File: src/rtl/ball_packet_tx.sv
`timescale 1ns/1ps
// Snapshots the ball state on a send pulse and streams it as a 5-byte packet
// into the I2C master, with bounded retries, backoff and one buffered trigger.
module ball_packet_tx #(
    parameter logic [6:0] SLAVE_ADDR     = 7'h42,
    parameter int         MAX_RETRY      = 3,
    parameter int         BACKOFF_CYCLES = 2500,
    parameter int         TIMEOUT_CYCLES = 250000
) (
    input  logic       clk_25MHZ,
    input  logic       reset_n,
    input  logic       ball_send_trigger,
    input  logic [9:0] ball_y,
    input  logic [7:0] ball_vy,
    input  logic [1:0] gravity_phase,
    input  logic [1:0] rand_ball,
    output logic       m_start,
    output logic [6:0] m_addr,
    output logic [7:0] m_data,
    output logic       m_valid,
    input  logic       m_ready,
    input  logic       m_busy,
    input  logic       m_nack,
    input  logic       m_done,
    output logic       tx_busy,
    output logic       tx_err,
    output logic [7:0] drop_cnt,
    output logic [7:0] packet_cnt
);

    localparam int TMAX = (TIMEOUT_CYCLES > BACKOFF_CYCLES) ? TIMEOUT_CYCLES : BACKOFF_CYCLES;
    localparam int TW   = $clog2(TMAX + 1);
    localparam int RW   = $clog2(MAX_RETRY + 2);

    localparam logic [TW-1:0] TIMEOUT_LAST = TW'(TIMEOUT_CYCLES - 1);
    localparam logic [TW-1:0] BACKOFF_LAST = TW'(BACKOFF_CYCLES - 1);
    localparam logic [RW-1:0] RETRY_LIMIT  = RW'(MAX_RETRY);

    typedef enum logic [2:0] {
        S_IDLE,
        S_REQ,
        S_DATA,
        S_WAIT_STOP,
        S_BACKOFF,
        S_FAIL
    } state_t;

    state_t        state, next_state;
    logic [9:0]    shadow_y,  pend_y;
    logic [7:0]    shadow_vy, pend_vy;
    logic [1:0]    shadow_g,  pend_g;
    logic [1:0]    shadow_r,  pend_r;
    logic          pend_valid;
    logic [2:0]    idx;
    logic [RW-1:0] retry;
    logic [TW-1:0] timer;

    logic take_trig, take_pend, fill_pend, drop_trig, load;
    logic start_now, handshake, fail_attempt, timed_out, can_retry;

    function automatic logic [7:0] pkt_byte(input logic [2:0] i);
        case (i)
            3'd0:    pkt_byte = {shadow_y[9:8], 6'b0};
            3'd1:    pkt_byte = shadow_y[7:0];
            3'd2:    pkt_byte = shadow_vy;
            3'd3:    pkt_byte = {6'b0, shadow_g};
            3'd4:    pkt_byte = {5'b0, shadow_r, 1'b0};
            default: pkt_byte = 8'h00;
        endcase
    endfunction

    // A buffered trigger always wins over a new one in IDLE; the new one refills the buffer.
    assign take_pend = (state == S_IDLE) && pend_valid;
    assign take_trig = (state == S_IDLE) && !pend_valid && ball_send_trigger;
    assign fill_pend = ball_send_trigger && (take_pend || ((state != S_IDLE) && !pend_valid));
    assign drop_trig = ball_send_trigger && (state != S_IDLE) && pend_valid;
    assign load      = take_pend || take_trig;

    assign timed_out = ((state == S_DATA) || (state == S_WAIT_STOP)) && (timer == TIMEOUT_LAST);
    assign can_retry = retry < RETRY_LIMIT;
    assign start_now = (state == S_REQ) && !m_busy;

    assign m_valid = (state == S_DATA);
    assign tx_busy = (state != S_IDLE);

    always_comb begin
        // NOTE: defaults first so every path assigns every signal and no latch is inferred.
        next_state   = state;
        fail_attempt = 1'b0;
        handshake    = 1'b0;
        case (state)
            S_IDLE:    if (load) next_state = S_REQ;
            S_REQ:     if (!m_busy) next_state = S_DATA;
            S_DATA: begin
                if (m_nack || timed_out) begin
                    fail_attempt = 1'b1;
                end else if (m_ready) begin
                    handshake = 1'b1;
                    if (idx == 3'd4) next_state = S_WAIT_STOP;
                end
            end
            S_WAIT_STOP: begin
                if (m_nack || timed_out) fail_attempt = 1'b1;
                else if (m_done)         next_state   = S_IDLE;
            end
            S_BACKOFF: if (timer == BACKOFF_LAST) next_state = S_REQ;
            S_FAIL:    next_state = S_IDLE;
            default:   next_state = S_IDLE;
        endcase
        if (fail_attempt) next_state = can_retry ? S_BACKOFF : S_FAIL;
    end

    // NOTE: sequential state uses non-blocking assignments so all flops update together.
    always_ff @(posedge clk_25MHZ or negedge reset_n) begin
        if (!reset_n) begin
            state      <= S_IDLE;
            m_start    <= 1'b0;
            m_addr     <= 7'h00;
            m_data     <= 8'h00;
            tx_err     <= 1'b0;
            drop_cnt   <= 8'h00;
            packet_cnt <= 8'h00;
            shadow_y   <= '0;
            shadow_vy  <= '0;
            shadow_g   <= '0;
            shadow_r   <= '0;
            pend_valid <= 1'b0;
            pend_y     <= '0;
            pend_vy    <= '0;
            pend_g     <= '0;
            pend_r     <= '0;
            idx        <= '0;
            retry      <= '0;
            timer      <= '0;
        end else begin
            state   <= next_state;
            m_addr  <= SLAVE_ADDR;
            m_start <= start_now;

            if (take_trig) begin
                shadow_y  <= ball_y;
                shadow_vy <= ball_vy;
                shadow_g  <= gravity_phase;
                shadow_r  <= rand_ball;
            end else if (take_pend) begin
                shadow_y  <= pend_y;
                shadow_vy <= pend_vy;
                shadow_g  <= pend_g;
                shadow_r  <= pend_r;
            end

            if (fill_pend) begin
                pend_valid <= 1'b1;
                pend_y     <= ball_y;
                pend_vy    <= ball_vy;
                pend_g     <= gravity_phase;
                pend_r     <= rand_ball;
            end else if (take_pend) begin
                pend_valid <= 1'b0;
            end

            if (drop_trig && (drop_cnt != 8'hFF)) drop_cnt <= drop_cnt + 8'd1;

            if (load) begin
                tx_err <= 1'b0;
                retry  <= '0;
            end else if (fail_attempt) begin
                if (can_retry) retry  <= retry + RW'(1);
                else           tx_err <= 1'b1;
            end

            // Every attempt restarts from B0; m_data only moves on an accepted byte.
            if (load || start_now) begin
                idx <= 3'd0;
                if (start_now) m_data <= pkt_byte(3'd0);
            end else if (handshake && (idx != 3'd4)) begin
                idx    <= idx + 3'd1;
                m_data <= pkt_byte(idx + 3'd1);
            end

            if (start_now || (fail_attempt && can_retry)) begin
                timer <= '0;
            end else if ((state == S_DATA) || (state == S_WAIT_STOP) || (state == S_BACKOFF)) begin
                timer <= timer + TW'(1);
            end

            if ((state == S_WAIT_STOP) && m_done && !fail_attempt) packet_cnt <= packet_cnt + 8'd1;
        end
    end

endmodule

File: config.mk
export PLATFORM = sky130hd
export DESIGN_NAME = ball_packet_tx
export DESIGN_NICKNAME = d
export VERILOG_FILES = /design/src/rtl/ball_packet_tx.sv
export SDC_FILE = /design/constraint.sdc
export NUM_CORES = 1
export LEC_CHECK = 0
export BUFFER_PORTS_ARGS = -buffer_cell sky130_fd_sc_hd__buf_2
export CELL_PAD_IN_SITES_DETAIL_PLACEMENT = 0
export CELL_PAD_IN_SITES_GLOBAL_PLACEMENT = 1
export CORE_MARGIN = 2
export CORE_UTILIZATION = 35
export CTS_CLUSTER_SIZE = 24
export DETAILED_ROUTE_END_ITERATION = 8
export HOLD_SLACK_MARGIN = 0.12
export PLACE_DENSITY_LB_ADDON = 0.1
export SYNTH_ARGS = -nofsm -noshare
export SYNTH_HDL_FRONTEND = slang
export SYNTH_SLANG_ARGS = --single-unit
File: constraint.sdc
create_clock -name clk_25MHZ -period 7.5 [get_ports clk_25MHZ]
set_input_delay 0.375 -clock clk_25MHZ [delete_from_list [all_inputs] [get_ports clk_25MHZ]]
set_output_delay 0.375 -clock clk_25MHZ [all_outputs]
set_load 0.01 [all_outputs]
==> impl_metrics.tcl, run 1 <==
set metrics [dict create \
    synth_cells 438 \
    gp_congestion 0.749 \
    hold_depth 3 \
    initial_utilization_pct 36.2 \
    clk_pin_slew_ns 0.07 \
    cp.required_ns 7.73 \
    vias 3421 \
    cp_top_family "simple AND/OR/NAND/NOR gates" \
    reg2reg_depth 7 \
    wire_per_inst_um 16.0 \
    synth_edf_count 0 \
    clkPwrFrac_pct 22.6 \
    initialDrtViolationCount 270 \
    place_area_sq_mm 0.00526 \
    antenna_cells 0 \
    synth_seq_cells 99 \
    hold_path_class "input pin to register" \
    crit_buf_inv 1 \
    postRouteAntennaNets 0 \
    synth_ff_type "dfrtp_1" \
    clock_sinks 99 \
    synth_top_cell_by_area "dfrtp_1" \
    die_area_sq_mm 0.0148 \
    rr_startpoint "state[1]$_DFFE_PN0P_" \
    reg2reg_slack_ns 4.71 \
    yosys_warnings 0 \
    htree_levels 3 \
    finalHoldViolations 0 \
    cts_hold_buffers 1 \
    p_seq_share_pct 43.3 \
    grt_use_total_pct 15.7 \
    slew_violations 0 \
    numCtsBuffers 9 \
    cts-root-buf "clkbuf_16" \
    vdd_drop_max_mv 0.143 \
    p_leak_uw 0.00252 \
    finalInstanceArea_sq_mm 0.00555 \
    hold_end "shadow_y[4]$_DFFE_PN0P_" \
    met3_usage_pct 2.67 \
    final_common_cell "dfrtp_1" \
    wl_um 10700 \
    top_usage_layer "met1" \
    area_growth_pct 14.6 \
    cap_violations 0 \
    die_h_um 122 \
    clockBufferDepth 2 \
    grt_max_degree 56 \
    path_max_fanout 49 \
    io-pin-count 64 \
    crit_chain "nor3_1 > ha_1 > and2_1 > buf_4 > nor2_1 > a31oi_2 > mux2_2" \
    synth_cell_types 63 \
    fin_crit_ns 2.79 \
    synth-seq-area-share_pct 51.2 \
    power.internal_uw 1280 \
    post_cts_buffers 0 \
    rsz0062_at_grt "false" \
    max_stage_delay_ns 0.50 \
    syn-mean-instance-area_sq_um 11.0 \
    place_ws_ns 4.69 \
    powerDensity_mw_per_mm2 355 \
    drive_gt1_share_pct 23.5 \
    yosys.area.top_type_share_pct 51.2 \
    worst_pin_slew_ns 1.12 \
    cts_tree "yes" \
    vias_per_cell 5.11 \
    critPathLaunchType "register" \
    comb_power_share_pct 34.0 \
    drtPass1Iterations 6 \
    period_share_pct 37.2 \
    grt.overflow.total 0 \
    fmax_ghz 0.359 \
    nets 530 \
    synth_area_leaders "dfrtp_1 51%, mux2_2 5.8%, mux2i_1 4.8%, o21ai_0 3.3%, nand2_1 3.3%" \
    core-area_sq_mm 0.0133 \
    drc 0 \
    cts_resized 0 \
    status "finished, final reports clean" \
    synth-async-reset-ratio_pct 100 \
    dpl.hpwl_um 7250 \
    setup-tns-final_ns 0 \
    slowest_stage "dfrtp_1" \
    hold_slack_ns 0.240 \
    switchingPower_uw 691 \
    io_buffers 58 \
    grt_pass1_vias 3403 \
    antenna_found_initial 0 \
    fp-row-count 42 \
    skew_ns 0.00764 \
    final_cell_mix "99 x dfrtp_1, 57 x buf_2, 42 x nand2_1, 32 x o21ai_0, 26 x nor2_1" \
    relSlewSlack_pct 25.4 \
    setup-violations-final 0 \
    syn-cell-area_sq_mm 0.00484 \
    clock_latency_ns 0.35 \
    layout_setup_ws_ns 4.71 \
    hp-start "ball_y[4]" \
    grt_pass1_wl_um 17900 \
    end_kind "register" \
    critPathKind "register to register" \
    gr-usage-met2_pct 22.5 \
    use_met1_pct 23.3 \
    switching_share_pct 35.1 \
    fill_cells 1311 \
    arrival_ns 3.02 \
    rr_endpoint "m_data[7]$_DFFE_PN0P_" \
    die_w_um 122 \
]
==> cell usage after synthesis (3+ instances only) <==
master / n
nand4_1: 9
a21oi_1: 6
nor3_1: 3
xor2_1: 18
mux2i_1: 23
nand3_1: 15
o2bb2ai_1: 5
ha_1: 11
mux2_2: 25
a22oi_1: 7
nand2_1: 42
nor2_1: 26
clkbuf_1: 9
a31oi_1: 3
and3_1: 8
buf_1: 5
and2_1: 3
buf_4: 8
xnor2_1: 15
or3_1: 4
dfrtp_1: 99
inv_1: 8
nor3b_1: 3
o21ai_0: 32
and4_1: 3
==> cell type report <==
cell class	instances	area, sq um	area share [%]
Clock buffer	12	256	4.63
Clock inverter	3	23.8	0.429
Inverter	8	30.0	0.542
Multi-Input combinational cell	310	2210	39.9
Sequential cell	99	2480	44.7
Tap cell	176	220	3.97
Timing Repair Buffer	62	325	5.87
==> power groups by stage <==
stage	combinational (uW)	sequential [uW]	clock, uW
floorplan	514	827	0
finish	670	853	445
global route	761	879	480
detailed placement	680	862	0
global placement	673	861	0
CTS	682	853	462
==> cells by family after synthesis <==
group	after synthesis	share of synthesized area, %
multiplexers	48	10.6
AND/OR/NAND/NOR	133	14.4
flip-flops	99	51.2
AO/OA/AOI/OAI	79	11.4
adder cells (fa/ha/maj)	11	2.84
other	2	0.155
buffers and inverters	33	3.39
XOR/XNOR	33	5.97
==> state kept, by name, summed over array words and instances, names as in the netlist, 3 cells and up <==
signal	flops
packet_cnt	8
pend_y	10
timer	18
pend_vy	8
retry	3
state	3
m_data	8
shadow_y	10
idx	3
shadow_vy	8
drop_cnt	8
==> per-layer routing <==
metal | up-vias | wire length (um)
met3 | 10 | 441
met4 | 0 | 173
met5 | - | 0
li1 | 1656 | -
met2 | 74 | 4560
met1 | 1681 | 5530
==> worst register-to-register path: stages, from the launching register on <==
cell	delay, ns
dfrtp_1	0.50
nor3_1	0.41
ha_1	0.20
and2_1	0.11
buf_4	0.38
nor2_1	0.22
a31oi_2	0.47
mux2_2	0.39
==> stage by stage <==
| stage | utilization, % | cells | total power [uW] |
|---|---|---|---|
| final | 41.5 | 670 | 1970 |
| after global routing | 41.5 | 670 | 2120 |
| after CTS | 41.5 | 670 | 2000 |
| after detailed placement | 39.4 | 654 | 1540 |
| after global placement | 39.4 | 654 | 1530 |
| after floorplan | - | 442 | 1340 |
==> worst max-delay path by stage <==
stage | startpoint | end | slack, ns | depth (start not counted)
floorplan | state[1]$_DFFE_PN0P_ | m_data[6]$_DFFE_PN0P_ | 5.13 | 8
global placement | state[1]$_DFFE_PN0P_ | m_data[6]$_DFFE_PN0P_ | 4.79 | 7
detailed placement | state[1]$_DFFE_PN0P_ | m_data[7]$_DFFE_PN0P_ | 4.69 | 7
CTS | state[1]$_DFFE_PN0P_ | m_data[7]$_DFFE_PN0P_ | 4.68 | 7
global route | state[1]$_DFFE_PN0P_ | m_data[7]$_DFFE_PN0P_ | 4.38 | 7
finish | state[1]$_DFFE_PN0P_ | m_data[7]$_DFFE_PN0P_ | 4.71 | 7
Power figures use the tool's default switching activity.
==> inputs of run 2 (changes only) <==
==> constraint.sdc (replaced) <==
create_clock -name clk_25MHZ -period 2.8 [get_ports clk_25MHZ]
set_input_delay 0.14 -clock clk_25MHZ [delete_from_list [all_inputs] [get_ports clk_25MHZ]]
set_output_delay 0.14 -clock clk_25MHZ [all_outputs]
set_load 0.01 [all_outputs]
==> run 2 against run 1 <==
Sequential cell count unchanged. Die area unchanged. Sequential power rose to 2.6 times the previous value. Via count up 3.3%. Critical endpoint unchanged.
==> impl_metrics.tcl, run 2 (same netlist as run 1, synthesis figures left out) <==
set metrics [dict create \
    clock_latency_ns 0.35 \
    max_stage_delay_ns 0.41 \
    antenna_cells 0 \
    register_area_sq_mm 0.00248 \
    drive_gt1_share_pct 24.4 \
    post_cts_buffers 0 \
    grt_max_degree 47 \
    antenna_found_initial 0 \
    worst_pin_slew_ns 0.650 \
    largest_registers "timer x18, pend_y x10, shadow_y x10" \
    clk_pin_slew_ns 0.07 \
    gr-usage-met2_pct 23.2 \
    grt_use_total_pct 15.8 \
    period_share_pct 80.8 \
    numCtsBuffers 9 \
    die_h_um 122 \
    fp-row-count 42 \
    dpl.hpwl_um 7700 \
    nets 564 \
    arrival_ns 2.50 \
    grt_pass1_wl_um 18300 \
    io_buffers 58 \
    initial_utilization_pct 36.2 \
    fmax_ghz 0.442 \
    p_leak_uw 0.00269 \
    crit_buf_inv 1 \
    initialDrtViolationCount 221 \
    met3_usage_pct 2.39 \
    core-area_sq_mm 0.0133 \
    drtPass1Iterations 4 \
    critPathKind "register to register" \
    vias 3534 \
    hold_path_class "input pin to register" \
    hold_slack_ns 0.230 \
    die_area_sq_mm 0.0148 \
    gp_congestion 0.778 \
    wire_per_inst_um 15.5 \
    cp_top_family "simple AND/OR/NAND/NOR gates" \
    status "finished, final reports clean" \
    postRouteAntennaNets 0 \
    clockBufferDepth 2 \
    clock_sinks 99 \
    setup-tns-final_ns 0 \
    wl_um 10900 \
    fin_crit_ns 2.26 \
    rsz0062_at_grt "false" \
    slowest_stage "nor3_1" \
    htree_levels 3 \
    critPathLaunchType "register" \
    cts_tree "yes" \
    area_growth_pct 21.6 \
    io-pin-count 64 \
    slew_violations 0 \
    powerDensity_mw_per_mm2 925 \
    grt.overflow.total 0 \
    grt_pass1_vias 3481 \
    cap_violations 0 \
    vdd_drop_max_mv 0.336 \
    cts-root-buf "clkbuf_16" \
    cp.required_ns 3.04 \
    drc 0 \
    max_flop_register "timer" \
    crit_chain "nor3_1 > ha_1 > and2_1 > buf_4 > nor3_2 > o211ai_1 > o22ai_1 > mux2_2" \
    setup-violations-final 0 \
    skew_ns 0.00950 \
    relSlewSlack_pct 56.4 \
    finalHoldViolations 0 \
    finalInstanceArea_sq_mm 0.00588 \
    use_met1_pct 23.6 \
    multi_input_area_sq_mm 0.00221 \
    vias_per_cell 5.01 \
    final_common_cell "dfrtp_1" \
    place_area_sq_mm 0.00535 \
    largest_reg_flops 18 \
    die_w_um 122 \
    path_max_fanout 28 \
    fill_cells 1292 \
    end_kind "register" \
    final_cell_mix "99 x dfrtp_1, 57 x buf_2, 42 x nand2_1, 32 x o21ai_0, 26 x nor2_1" \
    top_usage_layer "met1" \
]
[run 2: cell count changes in the layout (fill, tap and decap cells not counted)]
| cell | delta |
|---|---|
| buf_12 | +1 |
| inv_8 | +1 |
| inv_6 | +3 |
| clkbuf_1 | -1 |
| clkbuf_8 | -1 |
| clkinvlp_4 | -1 |
| buf_4 | +10 |
| dlygate4sd3_1 | +23 |
[run 2: layer usage]
layer | share of wire (%) | vias up | wire [um]
met5 | 0 | - | 0
met4 | 1.3 | 0 | 139
met3 | 3.8 | 9 | 409
met2 | 44 | 67 | 4840
met1 | 51 | 1727 | 5520
li1 | - | 1731 | -
[run 2: path summary, 6_finish.rpt]
kind,from,endpoint,slack [ns],depth (start not counted)
worst max-delay path,state[0]$_DFFE_PN0P_,m_data[7]$_DFFE_PN0P_,0.54,8
worst min-delay path,m_busy,state[1]$_DFFE_PN0P_,0.23,4
worst max register to register,state[0]$_DFFE_PN0P_,m_data[7]$_DFFE_PN0P_,0.54,8
worst min register to register,packet_cnt[7]$_DFFE_PN0P_,packet_cnt[7]$_DFFE_PN0P_,0.47,1
max in group asynchronous,reset_n,drop_cnt[7]$_DFFE_PN0P_,1.86,3
min in group asynchronous,reset_n,drop_cnt[5]$_DFFE_PN0P_,0.29,2
[run 2: worst reg2reg max path: stages, from the launching register on]
cell,delay (ns)
dfrtp_1,0.38
nor3_1,0.41
ha_1,0.22
and2_1,0.17
buf_4,0.30
nor3_2,0.11
o211ai_1,0.17
o22ai_1,0.14
mux2_2,0.27
[run 2: cell type report]
type / instances / area share (%)
flip-flops and latches: 99 / 42.1
multi-input cells: 310 / 37.6
repair buffers: 96 / 11.1
clock buffers: 10 / 4.06
well taps: 176 / 3.74
clock inverters: 6 / 0.915
inverters: 8 / 0.510
[run 2: stage by stage]
step / power (uW) / setup WS [ns] / utilization, % / cells
final: 5440 / 0.538 / 44.1 / 705
after global routing: 5850 / 0.335 / 44.1 / 705
after CTS: 5520 / 0.510 / 44.1 / 705
after detailed placement: 4240 / 0.536 / 40.1 / 665
after global placement: 4210 / 0.646 / 40.1 / 665
after floorplan: 3590 / 0.435 / - / 442
[run 2: repair_timing]
action / in CTS / in global routing
hold buffers: 24 / 0
hold endpoints to repair: 77 / 0
resized for setup: 0 / 0
[run 2: report_power, final]
| group | switching (uW) | total [uW] | internal [uW] |
|---|---|---|---|
| combinational | 1030 | 1970 | 940 |
| clock | 583 | 1230 | 645 |
| sequential | 321 | 2250 | 1930 |
